===== src/rtl/ctrl_seq_counters.sv =====
// Tap/stage/vector sequencer that runs beside the upsampler controller FSM.
// Define CTRL_SEQ_CHECK_EN to build the sticky illegal-transition monitor (o_seq_err).
module ctrl_seq_counters #(
  parameter int TAPS    = 16,
  parameter int STAGES  = 4,
  parameter int VECTORS = 2,
  parameter int TW      = $clog2(TAPS),
  parameter int SW      = (STAGES > 1) ? $clog2(STAGES) : 1,
  parameter int VW      = (VECTORS > 1) ? $clog2(VECTORS) : 1
) (
  input  logic             i_clk,
  input  logic             i_rst,
  input  logic             i_en,
  input  logic [2:0]       i_state,
  output logic             o_vector_pass,
  output logic             o_last_stage,
  output logic             o_last_vector,
  output logic [TW-1:0]    o_tap_idx,
  output logic [SW-1:0]    o_stage_idx,
  output logic [VW-1:0]    o_vector_idx,
  output logic [VW+TW-1:0] o_coef_addr,
  output logic             o_mac_init,
  output logic             o_mac_acc,
  output logic             o_out_strobe,
  output logic             o_in_strobe,
  output logic             o_seq_err
);

  localparam logic [2:0] S1 = 3'b000;
  localparam logic [2:0] S2 = 3'b001;
  localparam logic [2:0] S3 = 3'b010;
  localparam logic [2:0] S4 = 3'b011;
  localparam logic [2:0] S5 = 3'b100;
  localparam logic [2:0] S6 = 3'b101;
  localparam logic [2:0] S7 = 3'b110;
  localparam logic [2:0] S8 = 3'b111;

  localparam logic [TW-1:0] TAP_LAST   = TW'(TAPS - 1);
  localparam logic [SW-1:0] STAGE_LAST = SW'(STAGES - 1);
  localparam logic [VW-1:0] VEC_LAST   = VW'(VECTORS - 1);

  logic [TW-1:0] r_tap;
  logic [SW-1:0] r_stage;
  logic [VW-1:0] r_vec;

  logic w_in_s3;
  logic w_tap_last;

  assign w_in_s3    = (i_state == S3);
  assign w_tap_last = (r_tap == TAP_LAST);

  // Tap counter saturates at TAPS-1 so a late FSM exit cannot wrap the ROM address.
  always_ff @(posedge i_clk or posedge i_rst) begin
    if (i_rst) begin
      r_tap <= '0;
    end else if (i_en) begin
      if (i_state == S2) begin
        r_tap <= '0;
      end else if (w_in_s3 && !w_tap_last) begin
        r_tap <= r_tap + 1'b1;
      end
    end
  end

  always_ff @(posedge i_clk or posedge i_rst) begin
    if (i_rst) begin
      r_stage <= '0;
      r_vec   <= '0;
    end else if (i_en && (i_state == S8)) begin
      if (r_stage != STAGE_LAST) begin
        r_stage <= r_stage + 1'b1;
      end else begin
        r_stage <= '0;
        r_vec   <= (r_vec == VEC_LAST) ? '0 : r_vec + 1'b1;
      end
    end
  end

  assign o_vector_pass = w_in_s3 && w_tap_last;
  assign o_last_stage  = (r_stage == STAGE_LAST);
  assign o_last_vector = (r_vec == VEC_LAST);
  assign o_tap_idx     = r_tap;
  assign o_stage_idx   = r_stage;
  assign o_vector_idx  = r_vec;
  assign o_coef_addr   = {r_vec, r_tap};

  assign o_mac_init   = i_en && (i_state == S2);
  assign o_mac_acc    = i_en && w_in_s3;
  assign o_out_strobe = i_en && (i_state == S6);
  assign o_in_strobe  = i_en && (i_state == S7);

`ifdef CTRL_SEQ_CHECK_EN
  logic [2:0] r_prev_state;
  logic       r_prev_vp;
  logic       r_seq_err;
  logic       w_legal;
  logic       w_bad_exit;

  always_comb begin
    w_legal = 1'b0;
    case (r_prev_state)
      S1:      w_legal = (i_state == S2);
      S2:      w_legal = (i_state == S3);
      S3:      w_legal = (i_state == S3) || (i_state == S4);
      S4:      w_legal = (i_state == S5);
      S5:      w_legal = (i_state == S6) || (i_state == S8);
      S6:      w_legal = (i_state == S7) || (i_state == S8);
      S7:      w_legal = (i_state == S8);
      S8:      w_legal = (i_state == S1);
      default: w_legal = 1'b0;
    endcase
    if (i_state == r_prev_state) begin
      w_legal = 1'b1;
    end
  end

  // Leaving S3 is only sound if the last tap was flagged on the previous enabled cycle.
  assign w_bad_exit = (r_prev_state == S3) && !w_in_s3 && !r_prev_vp;

  always_ff @(posedge i_clk or posedge i_rst) begin
    if (i_rst) begin
      r_prev_state <= S1;
      r_prev_vp    <= 1'b0;
      r_seq_err    <= 1'b0;
    end else if (i_en) begin
      r_prev_state <= i_state;
      r_prev_vp    <= o_vector_pass;
      if (!w_legal || w_bad_exit) begin
        r_seq_err <= 1'b1;
      end
    end
  end

  assign o_seq_err = r_seq_err;
`else
  assign o_seq_err = 1'b0;
`endif

endmodule


===== config.mk =====
export PLATFORM = sky130hd
export DESIGN_NAME = ctrl_seq_counters
export DESIGN_NICKNAME = d
export VERILOG_FILES = /design/src/rtl/ctrl_seq_counters.sv
export SDC_FILE = /design/constraint.sdc
export NUM_CORES = 1
export LEC_CHECK = 0
export BUFFER_PORTS_ARGS = -buffer_cell sky130_fd_sc_hd__buf_2
export CORE_MARGIN = 2
export CORE_UTILIZATION = 30
export CTS_CLUSTER_SIZE = 8
export DETAILED_ROUTE_END_ITERATION = 10
export GPL_ROUTABILITY_DRIVEN = 1
export SKIP_LAST_GASP = 1
export SLEW_MARGIN = 20
export SYNTH_ARGS = -nofsm -noshare
export SYNTH_HDL_FRONTEND = slang
export SYNTH_SLANG_ARGS = --single-unit

===== constraint.sdc =====
create_clock -name i_clk -period 1.9 [get_ports i_clk]
set_input_delay 0.19 -clock i_clk [delete_from_list [all_inputs] [get_ports i_clk]]
set_output_delay 0.19 -clock i_clk [all_outputs]
set_load 0.05 [all_outputs]

== After elaboration in Yosys (flattened, before gate mapping) ==
Index checks and enable logic that the tools add are counted.
Widths: inputs -> output; s select.

* Register bits: 7
* Output and inout port bits: 20
* Logic and storage cells: 30

* Bitwise logic cells: 1
* Equal/unequal tests: 8
* Mux-type cells: 4
* Reductions and logical operators: 11
* Add/sub/neg operators: 3

{| class="wikitable"
|+ Operator list
! operator !! count
|-
| $eq 3x3->1 const B || 3
|-
| $mux 4 || 2
|-
| $logic_and 1x1->1 || 7
|-
| $add 4x1->4 const B || 1
|-
| $eq 4x4->1 const B || 1
|-
| $reduce_and 2->1 || 2
|-
| $eq 3x1->1 const B || 1
|-
| $eq 3x2->1 const B || 1
|-
| $add 2x1->2 const B || 1
|-
| $eq 2x2->1 const B || 1
|-
| $mux 2 || 1
|-
| $ne 2x2->1 const B || 1
|-
| $reduce_bool 2->1 || 1
|-
| $add 1x1->1 const B || 1
|-
| $logic_not 1->1 || 1
|-
| $mux 1 || 1
|-
| $not 1->1 || 1
|}

== Longest topological paths before layout ==
Gate-level depths: netlist (run 1).

* Word-level depth: 5
* Depth in mapped cells: 4
* Mapped depth without buffers: 4

== Worst setup path after synthesis (run 1) ==
No wires, ideal clock.

* Path type: reg2out
* From: reg r_tap[0], in the netlist o_tap_idx[0]
* To: out o_vector_pass
* Path buffers: 0
* Setup slack: -504 ps
* Cell stages (with the launch flop): 4
* Arrival time: 2214 ps
* Path through: dfrtp_1 ha_1 nand3_1 nor3_1

* Word-level cells in the longest chain between the ends: 2

{| class="wikitable"
|+ Ends and longest elaborated chain
! item !! RTL line !! text
|-
| start, declared || 42 || <nowiki>logic [TW-1:0] r_tap;</nowiki>
|-
| start signal, assigned || 60 || <nowiki>r_tap <= r_tap + 1'b1;</nowiki>
|-
| $eq 4x4->1 || 50 || <nowiki>assign w_tap_last = (r_tap == TAP_LAST);</nowiki>
|-
| $logic_and 1x1->1 || 79 || <nowiki>assign o_vector_pass = w_in_s3 && w_tap_last;</nowiki>
|-
| end, declared || 15 || <nowiki>output logic o_vector_pass,</nowiki>
|}

Every way passes these cells.

== Worst setup path after layout (run 1) ==
Ends and elaborated chain as after synthesis.

==> metrics.txt, run 1 <==
post-CTS setup buffer count=0; post_cts resized=0; register bit count reported by yosys=7; maximum buffer depth of the clock tree=2; category of the worst setup path launch point=flip-flop; Core Util, Final=0.4146; Multi-input gate area=261.5 um2; remaining design rule violation count=0; clock transition at the register clock pins on the worst setup and hold paths after CTS=roughly 50 ps; final number of max-transition violations=0; crit share post-route=0.9136; pin count of the biggest net entering global routing=8; slack of the critical path=164.1 ps; final hold violation count=0; Syn. warnings=0; fill cell count=~160; die width=around 45 um; run status=completed; number of hold buffers added after CTS=1; Row Count=14; number of buffers and inverters on the critical path=1; Ports=26; Area contributors post-synth=dfrtp_1 35%, buf_4 11%, nand4bb_4 5.5%, ha_1 5.0%, nand3_1 4.0%; number of nets with antenna violations after detailed routing=0; critical path capture point type=primary output; path category of the worst min-delay check=input pin to flip-flop; first-pass iteration count of the detailed router=4; Final setup viols=0; via density per instance=around 4.9; Worst path slowest cell=dfrtp_1; Max Fclk=about 0.58 GHz; cell at the root of the clock tree=clkbuf_4; unrepaired setup endpoints after global routing=false; Crit Path Class=flip-flop to primary output; number of clock buffers inserted by TritonCTS=3; routed wirelength normalized by instance count=around 11 um; clk_skew=roughly 2.7 ps; clock tree from TritonCTS=done; H-tree lvl count=1; top cell type's share of synthesized area=0.3526; number of global-route vias before repair=360; Inserted Diodes=0; total gr overflow=0; vias after detailed routing=about 450; cell family with most CP delay=flip-flops; Crit path largest cell delay=440 ps; TritonCTS Sinks=7; quantity of I/O buffers inserted on ports=24; wire length of the first global-routing pass=about 1600 um; Critical Path, Cell by Cell=ha_1 -> nand3_1 -> nor3_4 -> buf_2; area taken by flip-flops and latches=roughly 180 um2; most frequently used flop master after synthesis=dfrtp_1; setup tns final=0 ps; ratio of total power to cell area=~1500 nW/um2; synthesized net count=between 60 and 70; total global-route track usage=0.1183; half-perimeter wire length after placement=a little under 800 um; number of instances in the synthesized netlist=between 50 and 60; async set-or-reset flop fraction in the synthesized netlist=1.000; top cell types by occurrence after synthesis=7 x buf_4, 7 x dfrtp_1, 4 x inv_1, 4 x nand3_1; growth of design area from synthesis to finish=27.20%; number of distinct library cell variants in the gate-level netlist after synthesis=26; Crit path arrival time=between 1500 and 2000 ps; Post-Route WL=989 um; routability congestion estimate from global placement=roughly 0.82; part of the Yosys area used for sequential elements=0.3526; height of the die=~45 um; area of the die=~2000 um2; setup slack after placement=~420 ps; initial antenna violation count=0; fraction of layout instances using a drive strength above 1=0.4079; placeable core region=~1500 um2; EDFF count, synth=0; final worst path period need=1736 ps; peak ir drop on the vdd network=just over 0.7 mV; peak fanout along the critical path=7; max-cap violation count=0; final-stage net count=85; Clk Latency, worst-skew pair=~250 ps; violation count after the first detailed-routing iteration=11; starting density of the core=0.3259; reported leakage power=around 0.36 nW; Crit path required time=around 1700 ps; Netlist Area Pre-Place=roughly 500 um2; area leader, netlist=dfrtp_1; average instance area after synthesis=a little over 9 um2
-- cells in the final DEF, fill, tap and decap left out, types with 2 or more instances in the layout --
cell and n:
clkbuf_4 3, buf_2 24, nand4_1 2, o211ai_1 2, dfrtp_1 7, nor2_1 3
nand3_1 4, ha_1 2, inv_1 4, nand2b_1 3, nand2_1 3
-- sequential cells by signal, indices dropped and copies added, names as in the netlist --
register       count
o_last_vector      1
o_stage_idx        2
o_tap_idx          4
-- power by group --
group	internal (mW)	switching (mW)	total (mW)
clock	0.0800	0.0522	0.132
combinational	0.124	0.430	0.553
sequential	0.197	0.0533	0.250
total	0.400	0.535	0.936
-- through the flow --
stage	instance area [um2]	power, mW	hold WS (ps)	cells
2_1_floorplan	508.0	0.7407	-6.602	54
3_3_place_gp	595.6	0.8083	135.2	87
3_5_place_dp	595.6	0.8101	137.9	87
4_1_cts	631.9	0.9514	324.5	92
5_1_grt	631.9	0.9998	384.3	92
6_report	631.9	0.9355	336.8	92
-- per-layer routing --
metal  GRT usage  up-vias  wire [um]
li1            -      226          -
met1      0.1562      204        437
met2      0.1594       17        463
met3     0.06000        0         87
met4     0.05455        0          0
met5           0        -          0
-- final cells by class --
cell class,count,area share
clock buffer,4,0.04158
inverter,5,0.02970
multi-input combinational,35,0.4139
sequential,7,0.2772
tap,16,0.03168
timing repair buffer,25,0.2059
-- path summary, 6_finish.rpt --
check                              start       endpoint  slack (ps)  cells after the start
min                           i_state[2]   o_tap_idx[2]         340                      3
min in group asynchronous          i_rst   o_tap_idx[1]         410                      3
max                         o_tap_idx[0]  o_vector_pass         160                      4
min reg2reg                o_last_vector  o_last_vector         500                      1
max in group asynchronous          i_rst   o_tap_idx[2]        1280                      3
max reg2reg                 o_tap_idx[0]   o_tap_idx[1]         490                      4
-- logic make-up (layout without fill, tap and decap cells) --
logic type / count (synthesis) / in the layout / synth area share
AND/OR/NAND/NOR: 22 / 22 / 0.2847
buffers and inverters: 12 / 34 / 0.1436
AO/OA/AOI/OAI: 7 / 7 / 0.1007
flip-flops: 7 / 7 / 0.3526
adder cells (fa/ha/maj): 2 / 2 / 0.05037
multiplexers: 2 / 2 / 0.04282
other: 1 / 1 / 0.007549
XOR/XNOR: 1 / 1 / 0.01764
-- worst register-to-register path, cell delays in order, from the launching register on --
cell and delay (ps):
dfrtp_1 440, ha_1 260, nand3_1 180, and3_1 240, a31o_1 180
Power figures use the tool's default switching activity.
==> run 2: changes to the inputs <==
--- a/config.mk
+++ b/config.mk
@@ -6,6 +6,7 @@
 export NUM_CORES = 1
 export LEC_CHECK = 0
 export BUFFER_PORTS_ARGS = -buffer_cell sky130_fd_sc_hd__buf_2
+export CORE_ASPECT_RATIO = 0.9
 export CORE_MARGIN = 2
 export CORE_UTILIZATION = 30
 export CTS_CLUSTER_SIZE = 8
==> metrics.txt, run 2 (synthesis results as in run 1) <==
run status=completed; final-stage net count=85 (unchanged); switching share of power=0.5743 (+0.002210); final hold violation count=0 (unchanged); Clock Power Share=0.140 (about the same); Placement Cell Area=603.1 um2 (+1.3%); power share of the sequential group=0.268 (about the same); quantity of I/O buffers inserted on ports=24 (unchanged); reg-to-reg startpoint=o_tap_idx[0]; total gr overflow=0 (unchanged); number of hold buffers added after CTS=1 (unchanged); area of the die=1998 um2 (about the same); critical path capture point type=primary output; number of nets with antenna violations after detailed routing=0 (unchanged); Internal Dissipation=0.3996 mW (-0.19%); flip-flop count of the largest register, all copies and words added=4 (unchanged); post-CTS setup buffer count=0 (unchanged); CP Launch Point=o_tap_idx[0]; H-tree lvl count=1 (unchanged); hold path depth=3 (unchanged); category of the worst setup path launch point=flip-flop; Final setup viols=0 (unchanged); vias after detailed routing=466 (+4.3%); reported leakage power=0.3600 nW (unchanged); Clk Latency, worst-skew pair=250 ps (about the same); initial antenna violation count=0 (unchanged); die width=46.89 um (+4.9%); peak ir drop on the vdd network=0.4886 mV (-31%); Max Fclk=0.5618 GHz (-2.5%); height of the die=42.61 um (-4.7%); path category of the worst min-delay check=input pin to flip-flop; Post-Route WL=1043 um (+5.5%); highest-count cells in the layout ignoring fill and taps=24 x buf_2, 7 x dfrtp_1, 4 x nand3_1, 4 x inv_1; number of global-route vias before repair=372 (+3.3%); clk_skew=1.871 ps (-0.8692 ps); placeable core region=1496 um2 (-1.8%); fraction of layout instances using a drive strength above 1=0.4079 (unchanged); Row Count=13 (-1); clock transition at the register clock pins on the worst setup and hold paths after CTS=50 ps (about the same); remaining design rule violation count=0 (unchanged); routed wirelength normalized by instance count=10.64 um (-1.0%); net load switching power=0.5390 mW (+0.71%); final design instance area without fill=639.4 um2 (+1.2%); setup slack after placement=376.1 ps (-44.18 ps); unrepaired setup endpoints after global routing=false; R2R cell count=4 (unchanged); first-pass iteration count of the detailed router=4 (unchanged); half-perimeter wire length after placement=827.5 um (+5.6%); Crit path required time=1710 ps (about the same); peak fanout along the critical path=7 (unchanged); CP Capture Point=o_vector_pass; commonest non-fill, non-tap cell in the layout=buf_2; setup tns final=0 ps (unchanged); reg2reg setup slack=450 ps (-40 ps); max-cap violation count=0 (unchanged); post_cts resized=0 (unchanged); wire length of the first global-routing pass=1628 um (-0.43%); Hold Worst Slack=339.9 ps (+3.152 ps); clock tree from TritonCTS=done; number of clock buffers inserted by TritonCTS=3 (unchanged); violation count after the first detailed-routing iteration=12 (+1); TritonCTS Sinks=7 (unchanged); capture point of the worst reg-to-reg path=o_tap_idx[1]; starting density of the core=0.3319 (+0.005996); slack of the critical path=120.1 ps (-44.01 ps); cell at the root of the clock tree=clkbuf_4; Crit Path Class=flip-flop to primary output; final number of max-transition violations=0 (unchanged); sum of internal, switching and leakage power=0.9386 mW (+0.33%); crit share post-route=0.9368 (+0.02316); Crit path arrival time=1590 ps (+40 ps); pin count of the biggest net entering global routing=8 (unchanged); maximum buffer depth of the clock tree=2 (unchanged); final worst path period need=1780 ps (+44.01 ps); Inserted Diodes=0 (unchanged); Ports=26 (unchanged); ratio of total power to cell area=1468 nW/um2 (-0.85%); via density per instance=4.755 (-2.1%); routability congestion estimate from global placement=0.7993 (-2.9%); combinational group share of total power=0.592 (about the same); growth of design area from synthesis to finish=28.72%; total global-route track usage=0.1194 (+0.001140)
-- run 2: power by group through the flow --
stage	Sequential, mW	Clock, mW	Combinational, mW
floorplan	0.416	0	0.324
global placement	0.249	0	0.559
detailed placement	0.256	0	0.554
global route	0.262	0.153	0.585
CTS	0.253	0.139	0.559
finish	0.252	0.132	0.555
-- run 2: layer usage --
metal | global-route usage | routed length (um) | vias to the layer above
met5 | 0 | 0 | -
met3 | 0.08190 | 114 | 2
li1 | - | - | 227
met2 | 0.1534 | 441 | 27
met1 | 0.1518 | 472 | 210
met4 | 0.05000 | 16 | 0
-- run 2: final cells by class --
class,instances,area (um2)
repair buffers,25,130.1
well taps,22,27.53
fillers,161,857.1
flip-flops and latches,7,175.2
multi-input cells,35,261.5
inverters,5,18.77
clock buffers,4,26.28
-- run 2: worst max-delay path, cell delays in order, from the launching register on --
cell     delay, ps
dfrtp_1        440
ha_1           280
nand3_1        200
nor3_4         140
buf_2          280
-- run 2: how the worst min path moves through the flow --
stage               startpoint             end  slack, ps
floorplan                i_rst   o_last_vector         -7
global route        i_state[2]    o_tap_idx[2]        360
finish              i_state[2]    o_tap_idx[2]        340
CTS                 i_state[2]    o_tap_idx[2]        320
detailed placement       i_rst  o_stage_idx[1]        130
global placement         i_rst  o_stage_idx[1]        140
-- run 2: stage by stage --
stage,util,cells
4_1_cts,0.4273,98
3_5_place_dp,0.4030,93
5_1_grt,0.4273,98
3_3_place_gp,0.4030,93
6_report,0.4273,98
2_1_floorplan,-,54
